==> config.mk <==
export PLATFORM = sky130hd
export DESIGN_NAME = addr_gen_unit
export DESIGN_NICKNAME = d
export VERILOG_FILES = /design/src/rtl/addr_gen_unit_pkg.sv /design/src/rtl/addr_gen_unit_addr_calc.sv /design/src/rtl/addr_gen_unit.sv
export SDC_FILE = /design/constraint.sdc
export NUM_CORES = 1
export LEC_CHECK = 0
export CORE_ASPECT_RATIO = 2
export CORE_MARGIN = 4
export CORE_UTILIZATION = 30
export DETAILED_ROUTE_END_ITERATION = 10
export SYNTH_ARGS = -nofsm -noshare
export SYNTH_HDL_FRONTEND = slang
export SYNTH_SLANG_ARGS = --single-unit
==> constraint.sdc <==
create_clock -name clk -period 3.45 [get_ports clk]
set_input_delay 0.69 -clock clk [delete_from_list [all_inputs] [get_ports clk]]
set_output_delay 0.69 -clock clk [all_outputs]
set_load 0.01 [all_outputs]
==> src/rtl/addr_gen_unit_pkg.sv <==
// Shared definitions for the address generation unit: request modes and FSM states.
package addr_gen_unit_pkg;

  localparam logic [1:0] MODE_DIRECT  = 2'b00;
  localparam logic [1:0] MODE_REG     = 2'b01;
  localparam logic [1:0] MODE_INDEXED = 2'b10;
  localparam logic [1:0] MODE_BURST   = 2'b11;

  typedef enum logic {
    ST_IDLE  = 1'b0,
    ST_BURST = 1'b1
  } state_t;

endpackage

==> src/rtl/addr_gen_unit_addr_calc.sv <==
// Start-address select for a new request; the INDEXED sum wraps modulo 2^AW.
module addr_calc
  import addr_gen_unit_pkg::*;
#(
  parameter int AW = 16
) (
  input  logic [1:0]    mode,
  input  logic [AW-1:0] addr,
  input  logic [AW-1:0] alu_result,
  output logic [AW-1:0] start_addr
);

  always_comb begin
    start_addr = addr;
    case (mode)
      MODE_DIRECT:  start_addr = addr;
      MODE_REG:     start_addr = alu_result;
      MODE_INDEXED: start_addr = addr + alu_result;
      MODE_BURST:   start_addr = addr;
      default:      start_addr = addr;
    endcase
  end

endmodule

==> src/rtl/addr_gen_unit.sv <==
// Registered address generator: single-beat and strided-burst addresses
// presented to memory over a valid/ready handshake.
module addr_gen_unit
  import addr_gen_unit_pkg::*;
#(
  parameter int AW = 16,
  parameter int LW = 8,
  parameter int SW = 8
) (
  input  logic          clk,
  input  logic          rst,
  input  logic          req_valid,
  output logic          req_ready,
  input  logic [1:0]    mode,
  input  logic [AW-1:0] addr,
  input  logic [AW-1:0] alu_result,
  input  logic [LW-1:0] burst_len,
  input  logic [SW-1:0] stride,
  output logic [AW-1:0] mem_addr,
  output logic          mem_valid,
  output logic          mem_last,
  input  logic          mem_ready,
  output logic          busy
);

  // Handshake: a request is taken when req_valid && req_ready at posedge;
  // a beat completes when mem_valid && mem_ready at posedge. Outputs hold
  // stable while mem_valid && !mem_ready.

  state_t        state;
  logic [LW-1:0] count;
  logic [SW-1:0] stride_q;
  logic [AW-1:0] start_addr;
  logic [LW-1:0] len_m1;
  logic          accept;
  logic          beat_done;

  addr_calc #(.AW(AW)) u_calc (
    .mode       (mode),
    .addr       (addr),
    .alu_result (alu_result),
    .start_addr (start_addr)
  );

  // busy is the FSM state made visible: 1 exactly in ST_BURST.
  assign busy      = (state == ST_BURST);
  assign req_ready = (state == ST_IDLE) && (!mem_valid || mem_ready);
  assign accept    = req_valid && req_ready;
  assign beat_done = mem_valid && mem_ready;
  // A zero length counts as one beat, so the remaining-beat count is clamped at 0.
  assign len_m1    = (burst_len == '0) ? '0 : burst_len - LW'(1);

  always_ff @(posedge clk) begin
    if (rst) begin
      state     <= ST_IDLE;
      mem_addr  <= '0;
      mem_valid <= 1'b0;
      mem_last  <= 1'b0;
      count     <= '0;
      stride_q  <= '0;
    end else begin
      case (state)
        ST_IDLE: begin
          if (accept) begin
            mem_addr  <= start_addr;
            mem_valid <= 1'b1;
            if (mode == MODE_BURST && len_m1 != '0) begin
              state    <= ST_BURST;
              count    <= len_m1;
              stride_q <= stride;
              mem_last <= 1'b0;
            end else begin
              mem_last <= 1'b1;
            end
          end else if (beat_done) begin
            mem_valid <= 1'b0;
            mem_last  <= 1'b0;
          end
        end
        ST_BURST: begin
          if (beat_done) begin
            if (mem_last) begin
              state     <= ST_IDLE;
              mem_valid <= 1'b0;
              mem_last  <= 1'b0;
            end else begin
              mem_addr <= mem_addr + {{(AW-SW){1'b0}}, stride_q};
              count    <= count - LW'(1);
              mem_last <= (count == LW'(1));
            end
          end
        end
        default: state <= ST_IDLE;
      endcase
    end
  end

endmodule
# Word level (Yosys, flattened, before mapping)
# Cells that the tools add are included.
# Widths: inputs -> output; s select.
dict set report word_totals {
  output_inout_bits 20
  word_cells 62
  ff_bits 35
  input_bits 54
}
dict set report op_classes {
  eq_ne 10
  bitwise_logic 1
  addsub 4
  n_reduce_logical 15
  muxes 26
}
# op count
set ops {}
lappend ops {{$mux 16} 3}
lappend ops {{$pmux 16 s3} 1}
lappend ops {{$mux 8} 5}
lappend ops {{$pmux 16 s2} 1}
lappend ops {{$add 16x16->16} 1}
lappend ops {{$add 16x8->16} 1}
lappend ops {{$pmux 8 s2} 1}
lappend ops {{$sub 8x1->8 const B} 2}
lappend ops {{$mux 1} 12}
lappend ops {{$reduce_and 3->1} 3}
lappend ops {{$eq 8x1->1 const B} 1}
lappend ops {{$logic_not 8->1} 1}
lappend ops {{$reduce_bool 8->1} 1}
lappend ops {{$ne 2x2->1 const B} 3}
lappend ops {{$pmux 1 s2} 3}
lappend ops {{$eq 2x2->1 const B} 2}
lappend ops {{$logic_and 1x1->1} 4}
lappend ops {{$ne 2x1->1 const B} 2}
lappend ops {{$reduce_and 4->1} 1}
lappend ops {{$ne 3x3->1 const B} 1}
lappend ops {{$eq 2x1->1 const B} 1}
lappend ops {{$logic_not 2->1} 1}
lappend ops {{$reduce_and 2->1} 1}
lappend ops {{$reduce_or 2->1} 1}
lappend ops {{other kinds (3)} 3}

# Longest topological paths before layout
# Gate-level depths: netlist (run 1).
dict set report logic_depth {
  word_depth 7
  ltp_mapped 10
  ltp_nobuf 9
}

# Cells and area by module
# From an unflattened synthesis (run 1), not the netlist that was laid out.
dict set report hier_totals {
  hier_cells 465
  hier_area_um2 3553.4
}
# mod cells_each instances area_each_um2 seq_area_each_um2
set by_module_without_submodules {}
lappend by_module_without_submodules {addr_gen_unit 306 1 2418.6 700.7}
lappend by_module_without_submodules {addr_calc 159 1 1134.8 0.0}

# Least setup slack after synthesis (run 1)
# No wires, ideal clock.
dict set report synth_timing {
  path_type {input -> register}
  from {in addr[0]}
  to {reg mem_addr[14]}
  setup_time_ns 0.106
  path_slack_ns 0.937
  required_time_ns 3.344
  path_stages 9
  path_buffers 0
  arrival_time_ns 2.408
  path_cell_list {ha_1 > inv_1 > fa_1 > nand2b_1 > a21oi_1 > o32a_1 > a21oi_1 > or4_1 > o311ai_0}
}
dict set report synth_via {
  elab_chain_cells 4
}
# item line_no
set synth_rtl {}
lappend synth_rtl {{from (decl)} addr_gen_unit.sv:15} ;# input logic [AW-1:0] addr,
lappend synth_rtl {{$add 16x16->16} addr_gen_unit_addr_calc.sv:18} ;# MODE_INDEXED: start_addr = addr + alu_result;
lappend synth_rtl {{$pmux 16 s3} addr_gen_unit_addr_calc.sv:15} ;# case (mode)
lappend synth_rtl {{$mux 16} addr_gen_unit.sv:64} ;# if (accept) begin
lappend synth_rtl {{$pmux 16 s2} addr_gen_unit.sv:62} ;# case (state)
lappend synth_rtl {{to (signal assigned)} addr_gen_unit.sv:65} ;# mem_addr <= start_addr;
lappend synth_rtl {{to (signal assigned)} addr_gen_unit.sv:87} ;# mem_addr <= mem_addr + {{(AW-SW){1'b0}}, stride_q};
lappend synth_rtl {{to (decl)} addr_gen_unit.sv:19} ;# output logic [AW-1:0] mem_addr,
# No other way between the ends. The select of a mux whose other input is x is not followed.
# A chain may end at the register's enable or synchronous reset.

# Final worst setup path (run 1)
# Ends and elaborated chain as after synthesis.

==> results of run 1 <==
metal layers:
layer,global-route usage [%],wire (µm),part of all wire [%]
met1,17.7,4480,37
met2,34.0,6970,58
met3,1.87,388,3.2
met4,5.84,240,2.0
met5,0,0,0
per-stage QoR:
step           instance area [µm²]  setup slack [ns]
2_1_floorplan                 3600             0.937
3_3_place_gp                  4510             0.172
3_5_place_dp                  4510            0.0935
4_1_cts                       4690             0.361
5_1_grt                       4690             0.183
6_report                      4690             0.369
area by class of cell:
| cell class | instances | area share [%] |
|---|---|---|
| timing repair buffer | 85 | 17.5 |
| tap | 145 | 3.87 |
| clock buffer | 6 | 2.96 |
| inverter | 24 | 1.92 |
| multi-input combinational | 390 | 58.0 |
| sequential | 35 | 14.9 |
| clock inverter | 2 | 0.747 |
power by group through the flow:
stage               logic [mW]  clock network [mW]  registers (mW)
floorplan                0.315                   0           0.479
global placement         0.527                   0           0.480
detailed placement       0.537                   0           0.480
CTS                      0.540               0.543           0.472
global route             0.591               0.563           0.476
finish                   0.540               0.535           0.472
path summary, 6_finish.rpt:
| path | startpoint | endpoint | slack [ns] |
|---|---|---|---|
| worst max-delay path | addr[0] | mem_addr[14] | 0.37 |
| worst min-delay path | count[6] | count[6] | 0.47 |
| worst max register to register | mem_addr[0] | mem_addr[14] | 0.90 |
| worst min register to register | count[6] | count[6] | 0.47 |
synth_stat cells, drive strengths merged, types with 5 or more instances:
master	number
a21oi	44
nor2	41
dfxtp	35
ha	30
nand2	30
o21ai	25
inv	23
clkbuf	18
nand3	14
nor3	14
mux2i	13
o211ai	13
a211oi	10
xnor2	10
a21o	9
and3	9
nand4	9
o21a	9
a31oi	8
xor2	7
or3	6
a211o	5
a221oi	5
o2111ai	5
o31ai	5
worst max-delay path, cell delays in order:
cell and delay (ns):
clkdlybuf4s50_1 0.49, ha_1 0.18, inv_1 0.06, fa_1 0.40
nand2b_1 0.18, a21oi_1 0.29, o32a_1 0.34, a21oi_1 0.12
or4_1 0.40, o311ai_0 0.10
cell families after synthesis:
| family | Yosys count | share of synthesized area [%] |
|---|---|---|
| AO/OA/AOI/OAI | 174 | 33.9 |
| XOR/XNOR | 17 | 4.13 |
| adder cells (fa/ha/maj) | 32 | 11.5 |
| buffers and inverters | 46 | 5.07 |
| flip-flops | 35 | 19.4 |
| multiplexers | 13 | 3.61 |
| AND/OR/NAND/NOR | 154 | 22.4 |
registers in the layout (all words and copies together) (netlist names):
register / cells
count: 8
mem_valid: 1
stride_q: 8
mem_addr: 16
busy: 1
mem_last: 1
==> flow_metrics.py, run 1 <==
metrics = {
    "outcome": {
        "run_status": "completed",
    },
    "logic_synthesis": {
        "avgSynthCellArea_um2": 7.65,
        "ys_async_sr_fraction_pct": 0,
        "synth_top_cells_by_area": "dfxtp_1, ha_1, a21oi_1",
        "cell_area_after_technology_mapping_um2": 3600,
        "synth_enable_flop_cells": 0,
        "netlist-cell-type-count": 71,
        "ys_ff_latch": 35,
        "post_synth_inst_count": 471,
        "yosysTopAreaCell": "dfxtp_1",
        "synth_ff_type": "dfxtp_1",
        "post-synth-top-area-fraction_pct": 19.4,
        "synth_seq_area_share_pct": 19.4,
        "syn-num-nets": 557,
        "yosys_warning_total": 0,
    },
    "power": {
        "intPower_mw": 1.05,
        "seq_power_share_pct": 30.5,
        "power.leakage_nw": 1.88,
        "max-vdd-ir-drop_uv": 292,
        "power.total_mw": 1.55,
        "power_per_unit_of_standard_cell_area_nw_per_um2": 330,
        "comb_power_share_pct": 34.9,
        "netSwitchingPower_mw": 0.495,
        "share_clk_of_total_power_pct": 34.6,
        "p_sw_share_pct": 32.0,
    },
    "die": {
        "floorplan.io_pins": 74,
        "chipHeight_um": 163,
        "placement_rows": 56,
        "die_w_um": 85.5,
        "die_area_um2": 13900,
        "initial_util_pct": 30.6,
        "core_area_um2": 11800,
    },
    "clocking": {
        "cts-hold-fix-buffers": 0,
        "cts_setup_buffers": 0,
        "cts_resized": 0,
        "clock_sinks": 35,
        "htree_levels": 2,
        "cts_tree": "yes",
        "clk_path_buf_depth": 2,
        "clkSlewWorstSetupHoldPaths_ns": 0.06,
        "worstSkewPairLatency_ns": 0.28,
        "cts-buffers-inserted": 5,
        "clock-root-buffer": "clkbuf_16",
    },
    "layout": {
        "fin_cells": 687,
        "fill_cells": 1236,
        "area_used_by_sequential_logic_in_the_layout_um2": 701,
        "multiInputGateArea_um2": 2720,
        "layout.core_utilization_pct": 39.8,
        "flow.area_growth_from_synthesis_pct": 30.1,
        "antenna_cells_inserted": 0,
        "final_common_cell": "clkdlybuf4s50_1",
        "drive_above_1_share_pct": 5.72,
        "design.final.nets": 627,
        "final_cell_mix": "clkdlybuf4s50_1, a21oi_1, nor2_1",
    },
    "timing": {
        "setup_violations": 0,
        "final-hold-violation-count": 0,
        "rsz0062_at_grt": "no",
        "tightest_slew_ns": 0.650,
        "period_share_pct": 89.3,
        "fin_skew_ns": 0.00472,
        "minimum_clock_period_after_layout_ns": 3.08,
        "final-max-slew-violation-count": 0,
        "finalSetupTns_ns": 0,
        "achievable-frequency_mhz": 325,
        "hold_slack_ns": 0.474,
        "maxSlewHeadroom_pct": 56.6,
    },
    "placement": {
        "dp_hpwl_um": 9770,
        "placed_cells_incl_taps": 679,
        "gp_congestion": 0.854,
        "place.port_buffers": 73,
    },
    "setup_path": {
        "r2r.worst_path.cells": 9,
        "sort_of_element_at_the_end_of_the_critical_path": "register",
        "cp_max_fo": 4,
        "data_arrival_time_of_the_worst_path_ns": 3.26,
        "crit_required_ns": 3.63,
        "worstSetupPathType": "primary input to register",
        "setup.worst_path.start_class": "primary input",
    },
    "hold_path": {
        "hold_path_class": "register to register",
        "holdPathStages": 2,
    },
    "drt": {
        "first_iter_violations": 170,
        "detailroute.via_count": 3914,
        "viasPerCell": 5.70,
        "detailedRoute.firstPassIterationCount": 5,
        "routed_wl_um": 12100,
        "ant_nets": 0,
        "count_of_unresolved_drc_violations_after_routing": 0,
        "wl_per_cell_um": 17.6,
    },
    "grt": {
        "first_global_vias": 3872,
        "grt-ovfl-total": 0,
        "grt_start_max_net_pins": 34,
        "grt.total_usage_pct": 17.1,
        "antenna_found_initial": 0,
        "grt_pass1_wl_um": 19400,
    },
    "flow_run": {
        "max_cap_viol_count": 0,
    },
}
Power figures use the tool's default switching activity.
==> run 2: changes to the inputs <==
- CORE_MARGIN: 4 -> not set
- CORE_UTILIZATION: 30 -> 36
==> flow_metrics.py, run 2 (synthesis gave the netlist of run 1 again) <==
metrics = {
    "layout": {
        "fill_cells": 983,
        "final_cell_mix": "clkdlybuf4s50_1, a21oi_1, nor2_1",
        "drive_above_1_share_pct": 5.55,
        "fin_cells": 673,
        "largest_registers": "mem_addr: 16 flops, count: 8 flops, stride_q: 8 flops",
        "final_common_cell": "clkdlybuf4s50_1",
        "flow.area_growth_from_synthesis_pct": 29.4,
        "antenna_cells_inserted": 0,
        "largest_reg_flops": 16,
        "design.final.nets": 626,
        "regMostFlops": "mem_addr",
    },
    "clocking": {
        "cts_tree": "yes",
        "clkSlewWorstSetupHoldPaths_ns": 0.06,
        "clock_sinks": 35,
        "cts_setup_buffers": 0,
        "clock-root-buffer": "clkbuf_16",
        "cts-buffers-inserted": 5,
        "worstSkewPairLatency_ns": 0.28,
        "clk_path_buf_depth": 2,
        "htree_levels": 2,
        "cts_resized": 0,
        "cts-hold-fix-buffers": 0,
    },
    "setup_path": {
        "critical_path.max_stage_delay_ns": 0.48,
        "setup.worst_path.start_class": "primary input",
        "critical-path-top-delay-family": "compound AO/OA/AOI/OAI gates",
        "cp_common_cell": "a21oi_1",
        "list_of_cells_traversed_by_the_critical_path": "clkdlybuf4s50_1 -> ha_1 -> inv_1 -> fa_1 -> nand2b_1 -> a21oi_1 -> o32a_1 -> a21oi_1 -> or4_1 -> o311ai_0",
        "crit_required_ns": 3.62,
        "worstSetupPathType": "primary input to register",
        "sort_of_element_at_the_end_of_the_critical_path": "register",
        "cp_max_fo": 4,
        "data_arrival_time_of_the_worst_path_ns": 3.23,
        "crit_slowest_cell": "clkdlybuf4s50_1",
        "critical_path.n_buffers_inverters": 2,
    },
    "power": {
        "intPower_mw": 1.05,
        "comb_power_share_pct": 34.6,
        "p_sw_share_pct": 31.9,
        "power_per_unit_of_standard_cell_area_nw_per_um2": 331,
        "power.total_mw": 1.54,
        "max-vdd-ir-drop_uv": 200,
        "netSwitchingPower_mw": 0.493,
        "power.leakage_nw": 1.87,
        "seq_power_share_pct": 30.5,
        "share_clk_of_total_power_pct": 34.9,
    },
    "timing": {
        "finalSetupTns_ns": 0,
        "tightest_slew_ns": 0.604,
        "final-hold-violation-count": 0,
        "final-max-slew-violation-count": 0,
        "achievable-frequency_mhz": 328,
        "fin_skew_ns": 0.00276,
        "maxSlewHeadroom_pct": 59.7,
        "period_share_pct": 88.5,
        "setup_violations": 0,
        "rsz0062_at_grt": "no",
        "minimum_clock_period_after_layout_ns": 3.05,
    },
    "drt": {
        "ant_nets": 0,
        "viasPerCell": 5.84,
        "detailroute.via_count": 3929,
        "detailedRoute.firstPassIterationCount": 5,
        "first_iter_violations": 196,
        "wl_per_cell_um": 16.9,
        "routed_wl_um": 11400,
        "count_of_unresolved_drc_violations_after_routing": 0,
    },
    "die": {
        "placement_rows": 51,
        "initial_util_pct": 37.2,
        "die_w_um": 72.7,
        "die_area_um2": 10400,
        "chipHeight_um": 143,
        "floorplan.io_pins": 74,
        "core_area_um2": 9700,
    },
    "placement": {
        "placed_cells_incl_taps": 665,
        "place.port_buffers": 73,
        "gp_congestion": 0.890,
        "dp_hpwl_um": 9030,
    },
    "hold_path": {
        "hold_path_class": "register to register",
    },
    "grt": {
        "grt-ovfl-total": 0,
        "grt_pass1_wl_um": 18200,
        "first_global_vias": 3808,
        "grt_start_max_net_pins": 34,
        "grt.total_usage_pct": 22.3,
        "antenna_found_initial": 0,
    },
    "flow_run": {
        "max_cap_viol_count": 0,
    },
    "outcome": {
        "run_status": "completed",
    },
}
-- run 2: metal layers --
metal	wire (µm)	share of wire [%]	global-route usage, %
met1	4420	39	24.3
met2	6180	54	41.3
met3	405	3.6	2.17
met4	368	3.2	11.4
met5	0	0	0
-- run 2: power by group through the flow --
| stage | clock (mW) | combinational (mW) | sequential (mW) |
|---|---|---|---|
| finish | 0.539 | 0.534 | 0.471 |
| global route | 0.567 | 0.585 | 0.476 |
| CTS | 0.556 | 0.533 | 0.471 |
| detailed placement | 0 | 0.530 | 0.480 |
| global placement | 0 | 0.525 | 0.479 |
| floorplan | 0 | 0.315 | 0.479 |
-- run 2: area by class of cell --
type                       count  area, µm²  area share (%)
multi-input combinational    390       2720            58.3
timing repair buffer          84        813            17.4
sequential                    35        701            15.0
tap                          132        165            3.54
clock buffer                   6        139            2.98
inverter                      24       90.1            1.93
clock inverter                 2       35.0           0.751
-- run 2: worst reg2reg max path: stages (launching register included) --
cell and delay [ns]:
dfxtp_1 0.37, ha_1 0.21, inv_1 0.07, fa_1 0.40, nor2b_1 0.18, o211ai_1 0.14, a21boi_1 0.50, nand4b_1 0.16
nor3b_1 0.16, o311ai_0 0.28
-- run 2: worst paths after layout --
path | startpoint | to | slack [ns] | depth (start not counted)
setup / recovery | addr[0] | mem_addr[14] | 0.40 | 10
hold / removal | count[6] | count[6] | 0.47 | 2
setup reg to reg | mem_addr[0] | mem_addr[14] | 0.87 | 9
hold reg to reg | count[6] | count[6] | 0.47 | 2
-- run 2: per-stage QoR --
stage	hold slack, ns	setup WS [ns]	cell area [µm²]	utilization (%)
3_3_place_gp	0.452	0.207	4490	46.3
4_1_cts	0.470	0.404	4660	48.1
5_1_grt	0.485	0.201	4660	48.1
2_1_floorplan	0.443	0.937	3600	-
6_report	0.466	0.397	4660	48.1
3_5_place_dp	0.462	0.116	4490	46.3
==> run 3: changes to the inputs <==
- CELL_PAD_IN_SITES_DETAIL_PLACEMENT: not set -> 0
- CELL_PAD_IN_SITES_GLOBAL_PLACEMENT: not set -> 1
- PLACE_DENSITY_LB_ADDON: not set -> 0.1
- clock period: 3.45 -> 3.5 ns (I/O delays scaled with it)
==> flow_metrics.py, run 3 (synthesis gave the netlist of run 1 again) <==
metrics = {
    "placement": {
        "placed_cells_incl_taps": 666,
        "dp_hpwl_um": 9360,
        "gp_congestion": 0.917,
        "dpl_cell_area_um2": 4510,
        "place.port_buffers": 73,
    },
    "outcome": {
        "run_status": "completed",
    },
    "timing": {
        "period_share_pct": 86.1,
        "fin_skew_ns": 0.00952,
        "rsz0062_at_grt": "no",
        "tightest_slew_ns": 0.686,
        "setup_violations": 0,
        "maxSlewHeadroom_pct": 54.0,
        "finalSetupTns_ns": 0,
        "final-max-slew-violation-count": 0,
        "final-hold-violation-count": 0,
        "achievable-frequency_mhz": 332,
        "minimum_clock_period_after_layout_ns": 3.01,
    },
    "setup_path": {
        "crit_slowest_cell": "clkdlybuf4s50_1",
        "critical_path.max_stage_delay_ns": 0.48,
        "sort_of_element_at_the_end_of_the_critical_path": "register",
        "list_of_cells_traversed_by_the_critical_path": "clkdlybuf4s50_1 -> ha_1 -> inv_1 -> fa_1 -> nand2b_1 -> a21oi_1 -> o32a_1 -> a21oi_1 -> or4_1 -> o311ai_0",
        "cp_max_fo": 4,
        "critical_path.n_buffers_inverters": 2,
        "cp_common_cell": "a21oi_1",
        "crit_required_ns": 3.68,
        "critical-path-top-delay-family": "compound AO/OA/AOI/OAI gates",
        "worstSetupPathType": "primary input to register",
        "data_arrival_time_of_the_worst_path_ns": 3.20,
        "setup.worst_path.start_class": "primary input",
    },
    "clocking": {
        "cts_tree": "yes",
        "worstSkewPairLatency_ns": 0.29,
        "htree_levels": 2,
        "cts_setup_buffers": 0,
        "clock-root-buffer": "clkbuf_16",
        "cts-buffers-inserted": 5,
        "cts_resized": 0,
        "clk_path_buf_depth": 2,
        "clkSlewWorstSetupHoldPaths_ns": 0.06,
        "cts-hold-fix-buffers": 0,
        "clock_sinks": 35,
    },
    "die": {
        "floorplan.io_pins": 74,
        "core_area_um2": 9700,
        "die_w_um": 72.7,
        "die_area_um2": 10400,
        "placement_rows": 51,
        "initial_util_pct": 37.2,
        "chipHeight_um": 143,
    },
    "layout": {
        "regMostFlops": "mem_addr",
        "antenna_cells_inserted": 0,
        "design.final.nets": 627,
        "flow.area_growth_from_synthesis_pct": 30.0,
        "fin_cells": 674,
        "largest_reg_flops": 16,
        "drive_above_1_share_pct": 5.72,
        "final_common_cell": "clkdlybuf4s50_1",
        "largest_registers": "mem_addr: 16 flops, count: 8 flops, stride_q: 8 flops",
        "final_cell_mix": "clkdlybuf4s50_1, a21oi_1, nor2_1",
        "fill_cells": 1017,
        "summed_area_of_non_filler_cells_in_the_final_layout_um2": 4680,
    },
    "grt": {
        "grt-ovfl-total": 0,
        "top_usage_layer": "met2",
        "use_met3_pct": 2.24,
        "grt_use_met2_pct": 45.7,
        "grt_start_max_net_pins": 37,
        "antenna_found_initial": 0,
        "grt.total_usage_pct": 23.4,
        "gr-usage-met1_pct": 24.4,
        "grt_pass1_wl_um": 18700,
        "first_global_vias": 3853,
    },
    "drt": {
        "wl_per_cell_um": 17.7,
        "first_iter_violations": 185,
        "viasPerCell": 5.81,
        "detailroute.via_count": 3914,
        "count_of_unresolved_drc_violations_after_routing": 0,
        "detailedRoute.firstPassIterationCount": 4,
        "routed_wl_um": 11900,
        "ant_nets": 0,
    },
    "power": {
        "max-vdd-ir-drop_uv": 247,
        "power.total_mw": 1.53,
        "power_per_unit_of_standard_cell_area_nw_per_um2": 327,
        "power.leakage_nw": 1.88,
    },
    "flow_run": {
        "max_cap_viol_count": 0,
    },
    "hold_path": {
        "hold_path_class": "register to register",
    },
}
-- run 3: changes by cell type in the layout (fill, tap and decap cells not counted) --
cell / previous run / this run
buf_12: 0 / 1
-- run 3: path summary, 6_finish.rpt --
kind,slack [ns],cells past startpoint,to,from
hold / removal,0.49,2,count[7],count[7]
setup reg to reg,0.95,9,mem_addr[14],mem_addr[0]
hold reg to reg,0.49,2,count[7],count[7]
setup / recovery,0.49,10,mem_addr[14],addr[0]
-- run 3: layout make-up --
| type | instances | area, µm² | area share [%] |
|---|---|---|---|
| multi-input cells | 390 | 2720 | 58.1 |
| repair buffers | 85 | 833 | 17.8 |
| flip-flops and latches | 35 | 701 | 15.0 |
| well taps | 132 | 165 | 3.53 |
| clock buffers | 6 | 139 | 2.97 |
| inverters | 24 | 90.1 | 1.92 |
| clock inverters | 2 | 35.0 | 0.748 |
-- run 3: worst register-to-register path, cell delays in order, from the launching register on --
cell and delay (ns):
dfxtp_1 0.35, ha_1 0.21, inv_1 0.07, fa_1 0.41, nor2b_1 0.18, o211ai_1 0.15, a21boi_1 0.51, nand4b_1 0.15
nor3b_1 0.17, o311ai_0 0.26
-- run 3: per-stage QoR --
stage | util (%) | hold WS [ns] | worst slack (ns)
finish | 48.3 | 0.485 | 0.488
CTS | 48.3 | 0.480 | 0.493
global placement | 46.5 | 0.456 | 0.247
floorplan | - | 0.443 | 0.977
global route | 48.3 | 0.530 | 0.354
detailed placement | 46.5 | 0.467 | 0.201
-- run 3: power breakdown --
part	total (mW)	leakage, nW	switching, mW	internal, mW
logic	0.535	1.51	0.279	0.255
clock network	0.531	0.0868	0.177	0.354
registers	0.465	0.287	0.0359	0.429
total	1.53	1.88	0.492	1.04
-- run 3: metal layers --
metal / vias to the layer above / share of wire [%]
met5: - / 0
met3: 24 / 3.5
met1: 1843 / 39
met2: 106 / 55
li1: 1941 / -
met4: 0 / 2.6
